===== src/rtl/des_pkg.sv =====
// DES constant tables, engine state encoding and the bit-manipulation helpers
// shared by the round engine and its single-round datapath.
package des_pkg;
    typedef int tbl_t [64];
    typedef int shift_t [16];
    typedef int sbox_t [8][64];
    typedef enum logic [1:0] {IDLE, RUN, DONE} state_t;

    // Entries use DES numbering (bit 1 = MSB); short tables are zero padded to 64.
    localparam tbl_t IP = '{
        58, 50, 42, 34, 26, 18, 10, 2, 60, 52, 44, 36, 28, 20, 12, 4,
        62, 54, 46, 38, 30, 22, 14, 6, 64, 56, 48, 40, 32, 24, 16, 8,
        57, 49, 41, 33, 25, 17, 9, 1, 59, 51, 43, 35, 27, 19, 11, 3,
        61, 53, 45, 37, 29, 21, 13, 5, 63, 55, 47, 39, 31, 23, 15, 7};
    localparam tbl_t FP = '{
        40, 8, 48, 16, 56, 24, 64, 32, 39, 7, 47, 15, 55, 23, 63, 31,
        38, 6, 46, 14, 54, 22, 62, 30, 37, 5, 45, 13, 53, 21, 61, 29,
        36, 4, 44, 12, 52, 20, 60, 28, 35, 3, 43, 11, 51, 19, 59, 27,
        34, 2, 42, 10, 50, 18, 58, 26, 33, 1, 41, 9, 49, 17, 57, 25};
    localparam tbl_t E = '{
        32, 1, 2, 3, 4, 5, 4, 5, 6, 7, 8, 9, 8, 9, 10, 11,
        12, 13, 12, 13, 14, 15, 16, 17, 16, 17, 18, 19, 20, 21, 20, 21,
        22, 23, 24, 25, 24, 25, 26, 27, 28, 29, 28, 29, 30, 31, 32, 1,
        0, 0, 0, 0, 0, 0, 0, 0, 0, 0, 0, 0, 0, 0, 0, 0};
    localparam tbl_t P = '{
        16, 7, 20, 21, 29, 12, 28, 17, 1, 15, 23, 26, 5, 18, 31, 10,
        2, 8, 24, 14, 32, 27, 3, 9, 19, 13, 30, 6, 22, 11, 4, 25,
        0, 0, 0, 0, 0, 0, 0, 0, 0, 0, 0, 0, 0, 0, 0, 0,
        0, 0, 0, 0, 0, 0, 0, 0, 0, 0, 0, 0, 0, 0, 0, 0};
    localparam tbl_t PC1 = '{
        57, 49, 41, 33, 25, 17, 9, 1, 58, 50, 42, 34, 26, 18, 10, 2,
        59, 51, 43, 35, 27, 19, 11, 3, 60, 52, 44, 36, 63, 55, 47, 39,
        31, 23, 15, 7, 62, 54, 46, 38, 30, 22, 14, 6, 61, 53, 45, 37,
        29, 21, 13, 5, 28, 20, 12, 4, 0, 0, 0, 0, 0, 0, 0, 0};
    localparam tbl_t PC2 = '{
        14, 17, 11, 24, 1, 5, 3, 28, 15, 6, 21, 10, 23, 19, 12, 4,
        26, 8, 16, 7, 27, 20, 13, 2, 41, 52, 31, 37, 47, 55, 30, 40,
        51, 45, 33, 48, 44, 49, 39, 56, 34, 53, 46, 42, 50, 36, 29, 32,
        0, 0, 0, 0, 0, 0, 0, 0, 0, 0, 0, 0, 0, 0, 0, 0};

    localparam shift_t SHIFT  = '{1, 1, 2, 2, 2, 2, 2, 2, 1, 2, 2, 2, 2, 2, 2, 1};
    localparam shift_t RSHIFT = '{0, 1, 2, 2, 2, 2, 2, 2, 1, 2, 2, 2, 2, 2, 2, 1};

    // Each box is indexed by row*16 + column, row = {b1, b6}, column = b2..b5.
    localparam sbox_t SBOX = '{
        '{14, 4, 13, 1, 2, 15, 11, 8, 3, 10, 6, 12, 5, 9, 0, 7,
          0, 15, 7, 4, 14, 2, 13, 1, 10, 6, 12, 11, 9, 5, 3, 8,
          4, 1, 14, 8, 13, 6, 2, 11, 15, 12, 9, 7, 3, 10, 5, 0,
          15, 12, 8, 2, 4, 9, 1, 7, 5, 11, 3, 14, 10, 0, 6, 13},
        '{15, 1, 8, 14, 6, 11, 3, 4, 9, 7, 2, 13, 12, 0, 5, 10,
          3, 13, 4, 7, 15, 2, 8, 14, 12, 0, 1, 10, 6, 9, 11, 5,
          0, 14, 7, 11, 10, 4, 13, 1, 5, 8, 12, 6, 9, 3, 2, 15,
          13, 8, 10, 1, 3, 15, 4, 2, 11, 6, 7, 12, 0, 5, 14, 9},
        '{10, 0, 9, 14, 6, 3, 15, 5, 1, 13, 12, 7, 11, 4, 2, 8,
          13, 7, 0, 9, 3, 4, 6, 10, 2, 8, 5, 14, 12, 11, 15, 1,
          13, 6, 4, 9, 8, 15, 3, 0, 11, 1, 2, 12, 5, 10, 14, 7,
          1, 10, 13, 0, 6, 9, 8, 7, 4, 15, 14, 3, 11, 5, 2, 12},
        '{7, 13, 14, 3, 0, 6, 9, 10, 1, 2, 8, 5, 11, 12, 4, 15,
          13, 8, 11, 5, 6, 15, 0, 3, 4, 7, 2, 12, 1, 10, 14, 9,
          10, 6, 9, 0, 12, 11, 7, 13, 15, 1, 3, 14, 5, 2, 8, 4,
          3, 15, 0, 6, 10, 1, 13, 8, 9, 4, 5, 11, 12, 7, 2, 14},
        '{2, 12, 4, 1, 7, 10, 11, 6, 8, 5, 3, 15, 13, 0, 14, 9,
          14, 11, 2, 12, 4, 7, 13, 1, 5, 0, 15, 10, 3, 9, 8, 6,
          4, 2, 1, 11, 10, 13, 7, 8, 15, 9, 12, 5, 6, 3, 0, 14,
          11, 8, 12, 7, 1, 14, 2, 13, 6, 15, 0, 9, 10, 4, 5, 3},
        '{12, 1, 10, 15, 9, 2, 6, 8, 0, 13, 3, 4, 14, 7, 5, 11,
          10, 15, 4, 2, 7, 12, 9, 5, 6, 1, 13, 14, 0, 11, 3, 8,
          9, 14, 15, 5, 2, 8, 12, 3, 7, 0, 4, 10, 1, 13, 11, 6,
          4, 3, 2, 12, 9, 5, 15, 10, 11, 14, 1, 7, 6, 0, 8, 13},
        '{4, 11, 2, 14, 15, 0, 8, 13, 3, 12, 9, 7, 5, 10, 6, 1,
          13, 0, 11, 7, 4, 9, 1, 10, 14, 3, 5, 12, 2, 15, 8, 6,
          1, 4, 11, 13, 12, 3, 7, 14, 10, 15, 6, 8, 0, 5, 9, 2,
          6, 11, 13, 8, 1, 4, 10, 7, 9, 5, 0, 15, 14, 2, 3, 12},
        '{13, 2, 8, 4, 6, 15, 11, 1, 10, 9, 3, 14, 5, 0, 12, 7,
          1, 15, 13, 8, 10, 3, 7, 4, 12, 5, 6, 11, 0, 14, 9, 2,
          7, 11, 4, 1, 9, 12, 14, 2, 0, 6, 10, 13, 15, 3, 5, 8,
          2, 1, 14, 7, 4, 10, 8, 13, 15, 12, 9, 0, 3, 5, 6, 11}};

    // Result is MSB-aligned in the low out_w bits; input is MSB-aligned in the low in_w bits.
    function automatic logic [63:0] permute(input logic [63:0] x, input int in_w,
                                            input tbl_t t, input int out_w);
        logic [63:0] y;
        logic [5:0]  src;
        logic [5:0]  dst;
        y = '0;
        for (int i = 0; i < 64; i++) begin
            if (i < out_w) begin
                src = 6'(in_w - t[i]);
                dst = 6'(out_w - 1 - i);
                y[dst] = x[src];
            end
        end
        return y;
    endfunction

    function automatic logic [27:0] rotl28(input logic [27:0] x, input int n);
        return (x << n) | (x >> (28 - n));
    endfunction

    function automatic logic [27:0] rotr28(input logic [27:0] x, input int n);
        return (x >> n) | (x << (28 - n));
    endfunction

    function automatic logic [3:0] sbox(input logic [2:0] n, input logic [5:0] six);
        int v;
        v = SBOX[n][{six[5], six[0], six[4:1]}];
        return 4'(v);
    endfunction
endpackage


===== src/rtl/des_round_engine_if.sv =====
// Block/key input handshake and result output handshake of the DES round engine.
interface des_round_engine_if;
    logic        in_valid;
    logic        in_ready;
    logic        mode;
    logic [1:64] key_in;
    logic [1:64] din;
    logic        out_valid;
    logic        out_ready;
    logic [1:64] dout;
    logic        busy;

    modport master (output in_valid, mode, key_in, din, out_ready,
                    input  in_ready, out_valid, dout, busy);
    modport slave  (input  in_valid, mode, key_in, din, out_ready,
                    output in_ready, out_valid, dout, busy);
endinterface


===== src/rtl/des_round.sv =====
// One combinational DES Feistel round, including the on-the-fly rotation of the
// C/D key-schedule halves that produces this round's subkey.
module des_round
    import des_pkg::*;
(
    input  logic [1:32] l,
    input  logic [1:32] r,
    input  logic [1:28] c,
    input  logic [1:28] d,
    input  logic [4:0]  rnd,
    input  logic        mode,
    output logic [1:32] l_next,
    output logic [1:32] r_next,
    output logic [1:28] c_next,
    output logic [1:28] d_next
);
    logic [3:0]  idx;
    logic [1:48] k;
    logic [1:48] x;
    logic [1:32] s_out;

    assign idx = 4'(rnd - 5'd1);

    // Decrypt walks the schedule backwards: round 1 uses the unrotated halves (K16).
    assign c_next = mode ? rotr28(c, RSHIFT[idx]) : rotl28(c, SHIFT[idx]);
    assign d_next = mode ? rotr28(d, RSHIFT[idx]) : rotl28(d, SHIFT[idx]);

    assign k = 48'(permute({8'b0, c_next, d_next}, 56, PC2, 48));
    assign x = k ^ 48'(permute({32'b0, r}, 32, E, 48));

    for (genvar g = 0; g < 8; g++) begin : g_sbox
        assign s_out[4*g+1 +: 4] = sbox(3'(g), x[6*g+1 +: 6]);
    end

    assign l_next = r;
    assign r_next = l ^ 32'(permute({32'b0, s_out}, 32, P, 32));
endmodule


===== src/rtl/des_round_engine.sv =====
// Iterative DES encrypt/decrypt core evaluating ROUNDS_PER_CYCLE Feistel rounds per
// clock, with valid/ready handshakes on the input block and the result.
module des_round_engine
    import des_pkg::*;
#(
    parameter int ROUNDS_PER_CYCLE = 1
) (
    input logic               clk,
    input logic               rst,
    des_round_engine_if.slave bus
);
    localparam logic [4:0] STEP     = 5'(ROUNDS_PER_CYCLE);
    localparam logic [4:0] LAST_RND = 5'd16 - STEP;

    if (!(ROUNDS_PER_CYCLE == 1 || ROUNDS_PER_CYCLE == 2 || ROUNDS_PER_CYCLE == 4 ||
          ROUNDS_PER_CYCLE == 8 || ROUNDS_PER_CYCLE == 16)) begin : g_bad_rpc
        $error("des_round_engine: ROUNDS_PER_CYCLE must be 1, 2, 4, 8 or 16");
    end

    state_t      state;
    logic [1:32] l_q, r_q;
    logic [1:28] c_q, d_q;
    logic        mode_q;
    logic [4:0]  rnd;
    logic [1:64] dout_q;
    logic        in_ready_q, out_valid_q, busy_q;

    logic [1:32] l_c [0:ROUNDS_PER_CYCLE];
    logic [1:32] r_c [0:ROUNDS_PER_CYCLE];
    logic [1:28] c_c [0:ROUNDS_PER_CYCLE];
    logic [1:28] d_c [0:ROUNDS_PER_CYCLE];
    logic [1:64] ip_blk, fp_blk;
    logic [1:56] pc1_key;

    assign l_c[0] = l_q;
    assign r_c[0] = r_q;
    assign c_c[0] = c_q;
    assign d_c[0] = d_q;

    for (genvar g = 0; g < ROUNDS_PER_CYCLE; g++) begin : g_round
        des_round u_round (
            .l      (l_c[g]),
            .r      (r_c[g]),
            .c      (c_c[g]),
            .d      (d_c[g]),
            .rnd    (rnd + 5'(g + 1)),
            .mode   (mode_q),
            .l_next (l_c[g+1]),
            .r_next (r_c[g+1]),
            .c_next (c_c[g+1]),
            .d_next (d_c[g+1])
        );
    end

    assign ip_blk  = permute(bus.din, 64, IP, 64);
    assign pc1_key = 56'(permute(bus.key_in, 64, PC1, 56));
    // The last round's swap is undone by feeding {R16, L16} to the final permutation.
    assign fp_blk  = permute({r_c[ROUNDS_PER_CYCLE], l_c[ROUNDS_PER_CYCLE]}, 64, FP, 64);

    // NOTE: all state updates are non-blocking so every register sees pre-edge values.
    always_ff @(posedge clk or posedge rst) begin
        if (rst) begin
            state       <= IDLE;
            in_ready_q  <= 1'b1;
            out_valid_q <= 1'b0;
            busy_q      <= 1'b0;
            dout_q      <= '0;
            rnd         <= '0;
            l_q         <= '0;
            r_q         <= '0;
            c_q         <= '0;
            d_q         <= '0;
            mode_q      <= 1'b0;
        end else begin
            case (state)
                IDLE: if (bus.in_valid && in_ready_q) begin
                    {l_q, r_q} <= ip_blk;
                    {c_q, d_q} <= pc1_key;
                    mode_q     <= bus.mode;
                    rnd        <= '0;
                    in_ready_q <= 1'b0;
                    busy_q     <= 1'b1;
                    state      <= RUN;
                end
                RUN: begin
                    l_q <= l_c[ROUNDS_PER_CYCLE];
                    r_q <= r_c[ROUNDS_PER_CYCLE];
                    c_q <= c_c[ROUNDS_PER_CYCLE];
                    d_q <= d_c[ROUNDS_PER_CYCLE];
                    rnd <= rnd + STEP;
                    if (rnd == LAST_RND) begin
                        dout_q      <= fp_blk;
                        out_valid_q <= 1'b1;
                        state       <= DONE;
                    end
                end
                DONE: if (bus.out_ready) begin
                    out_valid_q <= 1'b0;
                    in_ready_q  <= 1'b1;
                    busy_q      <= 1'b0;
                    state       <= IDLE;
                end
                default: state <= IDLE;
            endcase
        end
    end

    assign bus.in_ready  = in_ready_q;
    assign bus.out_valid = out_valid_q;
    assign bus.dout      = dout_q;
    assign bus.busy      = busy_q;
endmodule


===== src/flat_wrapper.sv =====
// flat-port wrapper written by rule: the top's interface ports become plain ports
module des_round_engine_flat import des_pkg::*;
#(
    parameter int ROUNDS_PER_CYCLE = 1
)
  (clk, rst, bus_in_valid, bus_mode, bus_key_in, bus_din, bus_out_ready, bus_in_ready, bus_out_valid, bus_dout, bus_busy);
  des_round_engine_if bus_i ();
  input logic clk;
  input logic rst;
  input wire logic [$bits(bus_i.in_valid)-1:0] bus_in_valid;
  input wire logic [$bits(bus_i.mode)-1:0] bus_mode;
  input wire logic [$bits(bus_i.key_in)-1:0] bus_key_in;
  input wire logic [$bits(bus_i.din)-1:0] bus_din;
  input wire logic [$bits(bus_i.out_ready)-1:0] bus_out_ready;
  output wire logic [$bits(bus_i.in_ready)-1:0] bus_in_ready;
  output wire logic [$bits(bus_i.out_valid)-1:0] bus_out_valid;
  output wire logic [$bits(bus_i.dout)-1:0] bus_dout;
  output wire logic [$bits(bus_i.busy)-1:0] bus_busy;
  assign bus_i.in_valid = bus_in_valid;
  assign bus_i.mode = bus_mode;
  assign bus_i.key_in = bus_key_in;
  assign bus_i.din = bus_din;
  assign bus_i.out_ready = bus_out_ready;
  assign bus_in_ready = bus_i.in_ready;
  assign bus_out_valid = bus_i.out_valid;
  assign bus_dout = bus_i.dout;
  assign bus_busy = bus_i.busy;
  des_round_engine #(.ROUNDS_PER_CYCLE(ROUNDS_PER_CYCLE)) u_core (.clk(clk), .rst(rst), .bus(bus_i));
endmodule

===== config.mk =====
export PLATFORM = sky130hd
export DESIGN_NAME = des_round_engine_flat
export DESIGN_NICKNAME = d
export VERILOG_FILES = /design/src/rtl/des_pkg.sv /design/src/rtl/des_round_engine_if.sv /design/src/rtl/des_round.sv /design/src/rtl/des_round_engine.sv /design/src/flat_wrapper.sv
export SDC_FILE = /design/constraint.sdc
export NUM_CORES = 1
export LEC_CHECK = 0
export CORE_MARGIN = 3
export CORE_UTILIZATION = 55
export CTS_CLUSTER_DIAMETER = 200
export DETAILED_ROUTE_END_ITERATION = 8
export GPL_TIMING_DRIVEN = 0
export PLACE_DENSITY = 0.83
export SETUP_SLACK_MARGIN = 0.2
export SLEW_MARGIN = 10
export SYNTH_ARGS = -nofsm -noshare
export SYNTH_HDL_FRONTEND = slang
export SYNTH_SLANG_ARGS = --single-unit

===== constraint.sdc =====
create_clock -name clk -period 8.4 [get_ports clk]
set_clock_uncertainty 0.2 [all_clocks]
set_input_delay 0.84 -clock clk [delete_from_list [all_inputs] [get_ports clk]]
set_output_delay 0.84 -clock clk [all_outputs]
set_load 0.1 [all_outputs]

* Word-level counts from Yosys, hierarchy flattened
Memory sizes are Yosys's and may differ from the RTL's. Cells that the tools add are included.
Cells by class: add/sub/neg operators 4, $lt $le $gt $ge 9, equal/unequal tests 6, shift-type cells 8, mux-type cells 44, bitwise gates (word level) 15, reductions and logical operators 11
Operator list (count):
- 2-to-1 mux 32 bit | 6
- one-hot mux 32 bit (2 select lines) | 2
- left shift 28 x 32 -> 28 bit | 4
- >> shifter 28 x 32 -> 28 bit | 4
- 2-to-1 mux 28 bit | 4
- OR 28 bit | 4
- one-hot mux 28 bit (2 select lines) | 2
- 2-to-1 mux 4 bit | 16
- subtractor 6 x 32 -> 32 bit, first input constant | 2
- >= comparator 7 bit, second input constant | 8
- NOT 6 -> 7 bit | 8
- bitwise XOR 48 bit | 1
- bitwise XOR 32 bit | 1
- one-hot mux 5 bit (2 select lines) | 1
- AND reduction 3 bit | 3
- 2-to-1 mux 2 bit | 3
- one-hot mux 1 bit (2 select lines) | 3
- one-hot mux 2 bit (3 select lines) | 1
- AND reduction 2 bit | 3
- nonzero test 2 bit | 3
- adder 5 x 1 -> 5 bit, second input constant | 1
- == test 5 x 4 -> 1 bit, second input constant | 1
- >= comparator 5 bit, second input constant | 1
- 2-to-1 mux 1 bit | 5
- 9 further kinds | 10
Word-level totals: flip-flop bits (word level) 195, memory bits (read-only) 17408, input port bits 133, logic and storage cells 118, memories kept 10
Memories:
- (name not given) | depth 64, width 32, rd ports 1, clocked after Yosys merged registers in 0, write ports 0, line des_pkg.sv:106 | v = SBOX[n][{six[5], six[0], six[4:1]}];
- (name not given) | depth 64, width 32, rd ports 1, clocked after Yosys merged registers in 0, write ports 0, line des_pkg.sv:106
- (name not given) | depth 64, width 32, rd ports 1, clocked after Yosys merged registers in 0, write ports 0, line des_pkg.sv:106
- (name not given) | depth 64, width 32, rd ports 1, clocked after Yosys merged registers in 0, write ports 0, line des_pkg.sv:106
- (name not given) | depth 64, width 32, rd ports 1, clocked after Yosys merged registers in 0, write ports 0, line des_pkg.sv:106
- (name not given) | depth 64, width 32, rd ports 1, clocked after Yosys merged registers in 0, write ports 0, line des_pkg.sv:106
- +4 memories

* Logic depth before layout (Yosys ltp)
word-level depth 17, depth in mapped cells 27, gate-level depth less buffers 22

* Cells and area by module
From an unflattened synthesis, not the netlist that was laid out.
Unflattened totals: cell total of the unflattened synthesis 2214, area, all modules 19112.1 µm²
Modules (own cells, without submodules):
- des_round | instances 1, cells an instance 1504, area each 10497.6 µm², sequential area each 0.0 µm²
- des_round_engine | instances 1, cells an instance 710, area each 8614.5 µm², sequential area each 4880.9 µm²

* Least setup slack after synthesis
Ideal clock, no wire load.
path kind register to register, start register u_core.rnd[1], end register u_core.dout_q, in the netlist u_core.bus.dout[24], arrival time 5.637 ns, required time 8.064 ns, path slack 2.427 ns, stages on the path, launching flop included 26, buffers on the path 5, clock period less this slack 5.973 ns, cells stage by stage dfrtp_1 > inv_1 > ha_1 > and3_2 > a211oi_4 > o211ai_2 > a21oi_4 > inv_4 > buf_6 > buf_6 > buf_4 > ha_1 > clkbuf_1 > nor2_1 > nand3_1 > o2111a_1 > a211oi_4 > inv_2 > ha_1 > clkbuf_1 > mux4_2 > and2_0 > a31oi_1 > o21ai_0 > xor2_1 > o21ai_0
On the way: longest elaborated chain between the ends 16, elaborated cells between the ends (all ways) 26, those cells by class 4 x add/sub; 1 x eq/ne; 4 x shift; 7 x mux; 6 x bitwise; 1 x reduce/logical; 3 x memory
RTL lines:
- start: declaration | line des_round_engine.sv:24 | logic [4:0] rnd;
- start signal: assignment | line des_round_engine.sv:90 | rnd <= rnd + STEP;
- adder 5 x 1 -> 5 bit | line des_round_engine.sv:46 | .rnd (rnd + 5'(g + 1)),
- subtractor 4 x 1 -> 4 bit | line des_round.sv:22 | assign idx = 4'(rnd - 5'd1);
- NOT 4 -> 5 bit (not written as such) | line des_round.sv:25 | assign c_next = mode ? rotr28(c, RSHIFT[idx]) : rotl28(c, SHIFT[idx]);
- memory (16 x 32 bit)
- 2-to-1 mux 32 bit (2 in a row)
- subtractor 6 x 32 -> 32 bit, on equally long branches
- >> shifter 28 x 32 -> 28 bit or left shift 28 x 32 -> 28 bit (tied branches) | line des_pkg.sv:97, des_pkg.sv:101
- OR 28 bit, on equally long branches | line des_pkg.sv:97, des_pkg.sv:101
- 2-to-1 mux 28 bit | line des_round.sv:25
- bitwise XOR 48 bit | line des_round.sv:29 | assign x = k ^ 48'(permute({32'b0, r}, 32, E, 48));
- NOT 6 -> 7 bit (not written as such) | line des_pkg.sv:106
- memory (64 x 32 bit)
- 2-to-1 mux 4 bit (not written as such) (2 in a row) | line des_pkg.sv:106
- bitwise XOR 32 bit | line des_round.sv:36 | assign r_next = l ^ 32'(permute({32'b0, s_out}, 32, P, 32));
- end signal: assignment | line des_round_engine.sv:92 | dout_q <= fp_blk;
- end: declaration | line des_round_engine.sv:25 | logic [1:64] dout_q;
Several ways; a longest one is shown, not always the timed one. The select of a mux whose other input is x is not followed. A chain may end at the register's enable or synchronous reset.

* Worst setup path after layout
Ends and elaborated chain as after synthesis.

==> metrics.log <==
[metrics] post-synthesis net count: 2,168
[metrics] count of cells along the worst register-to-register path: 24
[metrics] largest fanout on the critical path: 11
[metrics] complex-gate fraction of the synthesized area: 0.254
[metrics] Clk Latency, worst-skew pair: 0.47 ns
[metrics] Achievable Freq: 0.129 GHz
[metrics] height of the die: 184 microns
[metrics] power per unit of standard cell area: 93.6 nW/um^2
[metrics] Max-slew headroom: 0.182
[metrics] unrepaired setup endpoints after global routing: false
[metrics] clock slew at reported path FFs: 0.09 ns
[metrics] synthesis warning total: 0
[metrics] netlist area before placement: 17,400 sq um
[metrics] leakage power: 8.31 nW
[metrics] remaining design rule violation count: 2
[metrics] Horiz. Die Dim: 184 microns
[metrics] aggregate global-route resource usage: 0.403
[metrics] Simple-Gate Fraction of Synth Area: 0.146
[metrics] first-iteration detailed-routing DRC count: 2,615
[metrics] post-route antenna net violation count: 0
[metrics] average detailed-routed wire length per instance: 26.8 microns
[metrics] post-synthesis average cell area: 8.83 sq um
[metrics] number of buffers inserted by hold repair at cts: 0
[metrics] Total Die Area: 33,800 sq um
[metrics] via count of the first global-routing pass: 17,202
[metrics] count of flip-flops with a built-in enable after synthesis: 0
[metrics] vias after detailed routing: 17,859
[metrics] worst reg2reg path startpoint: u_core.rnd[1]
[metrics] count of port buffers added during placement: 191
[metrics] CP Launch Type: register
[metrics] CTS tree: built
[metrics] category of the critical setup timing path: register to register
[metrics] flop and latch count out of synthesis: 195
[metrics] share of synthesized cell area in full adder, half adder and majority cells: 0.0475
[metrics] post-route core utilization: 0.662
[metrics] crit path capture: u_core.bus.dout[24]
[metrics] status: finished, violations left
[metrics] Congestion Overflow GR: 0
[metrics] floorplan row count: 64
[metrics] critical path capture point type: register
[metrics] count of final setup violators: 0
[metrics] register-to-register setup slack: 0.63 ns
[metrics] pin count of the biggest net entering global routing: 106
[metrics] Worst path slowest cell: clkbuf_1
[metrics] delay contributed by the slowest stage of the critical path: 0.60 ns
[metrics] async set-or-reset flop fraction in the synthesized netlist: 1.00
[metrics] total iterations of the first detailed-routing run: 9
[metrics] H-tree depth: 4
[metrics] number of max-slew violations in the final report: 0
[metrics] share of post-route cells with drive strength above 1: 0.119
[metrics] Final Hold Violating Endpoints: 0
[metrics] combinational family with the most area after synthesis: compound AO/OA/AOI/OAI gates
[metrics] fraction of synthesized cell area in xor and xnor cells: 0.0740
[metrics] standard cell core area: 30,900 sq um
[metrics] Initial Utilization: 0.562
[metrics] GPL Wtd Cong: 0.994
[metrics] area of placed instances: 19,800 sq um
[metrics] Top-Level Pins: 200
[metrics] worst-case vdd ir drop: 0.148 mV
[metrics] final net count: 2,379
[metrics] sequential element share of the synthesized area: 0.281
[metrics] share of cell area taken by muxes after synthesis: 0.137
[metrics] cell area after layout: 20,400 sq um
[metrics] post-route minimum period: 7.77 ns
[metrics] source of the critical timing path: u_core.rnd[1]
[metrics] Data required, critical path: 8.51 ns
[metrics] Hold Startpoint: u_core.bus.dout[16]
[metrics] TritonCTS sink count: 195
[metrics] Num CTS Buffers: 17
[metrics] non-filler cells in the finished layout: 2,590
[metrics] initial antenna violation count: 2
[metrics] violated checks: DRC
[metrics] first-pass GRT wire length: 104,000 microns
[metrics] Total Wirelength: 69,500 microns
[metrics] Maximum Capacitance Violations: 0
[metrics] predominant post-synthesis flop cell: dfrtp_1
[metrics] terminus of the critical flop-to-flop path: u_core.bus.dout[24]
[metrics] total placed cells including tap cells: 2,557
[metrics] final cycle utilization of the critical path: 0.925
[metrics] Synth Instances: 1,969
[metrics] area added between synthesis and finish: 17.6%
[metrics] buffer type at the clock tree root: clkbuf_16
[metrics] Worst Max-Slew Pin Slew: 1.22 ns
[metrics] deepest clock path buffer count: 2
[metrics] via/cell ratio: 6.90
[metrics] arrival time at the worst endpoint: 7.89 ns
[metrics] crit path cell chain: inv_1, ha_1, and3_2, a211oi_4, o221ai_2, and2_4, buf_6, inv_4, clkbuf_1, ha_1, clkbuf_1, nor2_1, nand3_1, o2111a_1, a211oi_4, inv_2, ha_1, clkbuf_1, mux4_2, and2_0, a31oi_1, o21ai_1, xor2_1, o21ai_0
[metrics] dpl hpwl: 51,000 microns
[metrics] path class of the lowest-slack min-delay path: register to register
[metrics] number of distinct library cells after synthesis: 111
[cell usage after synthesis, drive strengths merged (36+ instances only)]
| cell | n | share of area |
|---|---|---|
| o21ai | 163 | 0.047 |
| a211oi | 74 | 0.035 |
| mux2 | 45 | 0.029 |
| ha | 66 | 0.048 |
| clkbuf | 92 | 0.020 |
| mux2i | 122 | 0.070 |
| inv | 56 | 0.012 |
| a21oi | 81 | 0.024 |
| xnor2 | 69 | 0.041 |
| a22oi | 41 | 0.018 |
| buf | 78 | 0.027 |
| xor2 | 56 | 0.033 |
| dfrtp | 194 | 0.28 |
| nor2 | 164 | 0.036 |
| nand2 | 236 | 0.051 |
| nor3 | 36 | 0.010 |
[flip-flops by register name, summed over array words and instances (netlist names)]
signal,cells
u_core.bus.busy,1
u_core.bus.dout,64
u_core.bus.in_ready,1
u_core.bus.out_valid,1
u_core.c_q,28
u_core.d_q,28
u_core.l_q,32
u_core.mode_q,1
u_core.r_q,32
u_core.rnd,5
u_core.state,2
[worst min path at each step]
stage	endpoint	cells past startpoint
floorplan	u_core.state[1]	1
global placement	u_core.bus.dout[24]	2
detailed placement	u_core.bus.dout[48]	2
CTS	u_core.bus.dout[48]	2
global route	u_core.bus.dout[37]	1
finish	u_core.bus.dout[16]	2
[timing repair]
| action | 4_1_cts | 5_1_grt |
|---|---|---|
| endpoints found under the setup margin | 0 | 2 |
| setup buffers | 0 | 0 |
| gates resized for setup | 0 | 1 |
[layer usage]
layer,up-vias,track usage,wire length (microns)
met5,-,0,0
met4,0,0.213,4400
met3,286,0.123,8230
met2,1305,0.617,30400
met1,8615,0.515,26400
li1,7653,-,-
[cells in the final DEF (no fill, tap or decap), drive strengths merged, types with 45 or more instances in the layout]
cell type / count
xor2: 56
mux2: 45
clkdlybuf4s50: 191
o21ai: 163
a211oi: 74
clkbuf: 110
nor2: 164
nand2: 236
mux2i: 122
inv: 62
dfrtp: 194
ha: 66
buf: 79
xnor2: 69
a21oi: 81
[worst max-delay path: cells and delay by family, from the launching register on]
kind	cells	cell delay (ns)
AOI/OAI and AO/OA	7	2.07
buffers and inverters	7	1.79
and+or+nand+nor	5	1.29
adders and majority gates	3	1.14
DFF	1	0.51
muxes	1	0.33
xor gates and xnor gates	1	0.24
[area by class of cell]
type	count	area [sq um]
Buffer	170	822
Timing Repair Buffer	192	1940
Clock buffer	18	439
Clock inverter	14	183
Sequential cell	195	4880
Multi-Input combinational cell	1546	11500
Antenna cell	1	2.50
Fill cell	2593	10500
Tap cell	396	495
Inverter	58	231
[cells by family (layout without fill, tap and decap cells)]
logic type | count (synthesis) | after routing
AO/OA/AOI/OAI | 593 | 593
AND/OR/NAND/NOR | 566 | 566
buffers and inverters | 228 | 452
multiplexers | 196 | 196
flip-flops | 195 | 195
XOR/XNOR | 125 | 125
adder cells (fa/ha/maj) | 66 | 66
other | 0 | 1
[report_power, final]
group | internal [mW] | leakage (nW) | switching, mW
Combinational | 0.0529 | 5.78 | 0.0350
Clock | 0.439 | 0.304 | 0.450
Sequential | 0.938 | 2.23 | 0
Total | 1.43 | 8.31 | 0.485
[stage by stage]
| stage | setup TNS, ns | power (mW) | setup slack (ns) | hold WS, ns |
|---|---|---|---|---|
| 2_1_floorplan | 0 | 0.972 | 2.05 | 0.289 |
| 3_3_place_gp | -121.67 | 1.04 | -0.650 | 0.275 |
| 3_5_place_dp | 0 | 1.04 | 0.656 | 0.283 |
| 4_1_cts | 0 | 1.91 | 0.620 | 0.301 |
| 5_1_grt | 0 | 1.95 | 0.339 | 0.322 |
| 6_report | 0 | 1.91 | 0.628 | 0.302 |
(Power assumes the default switching activity.)
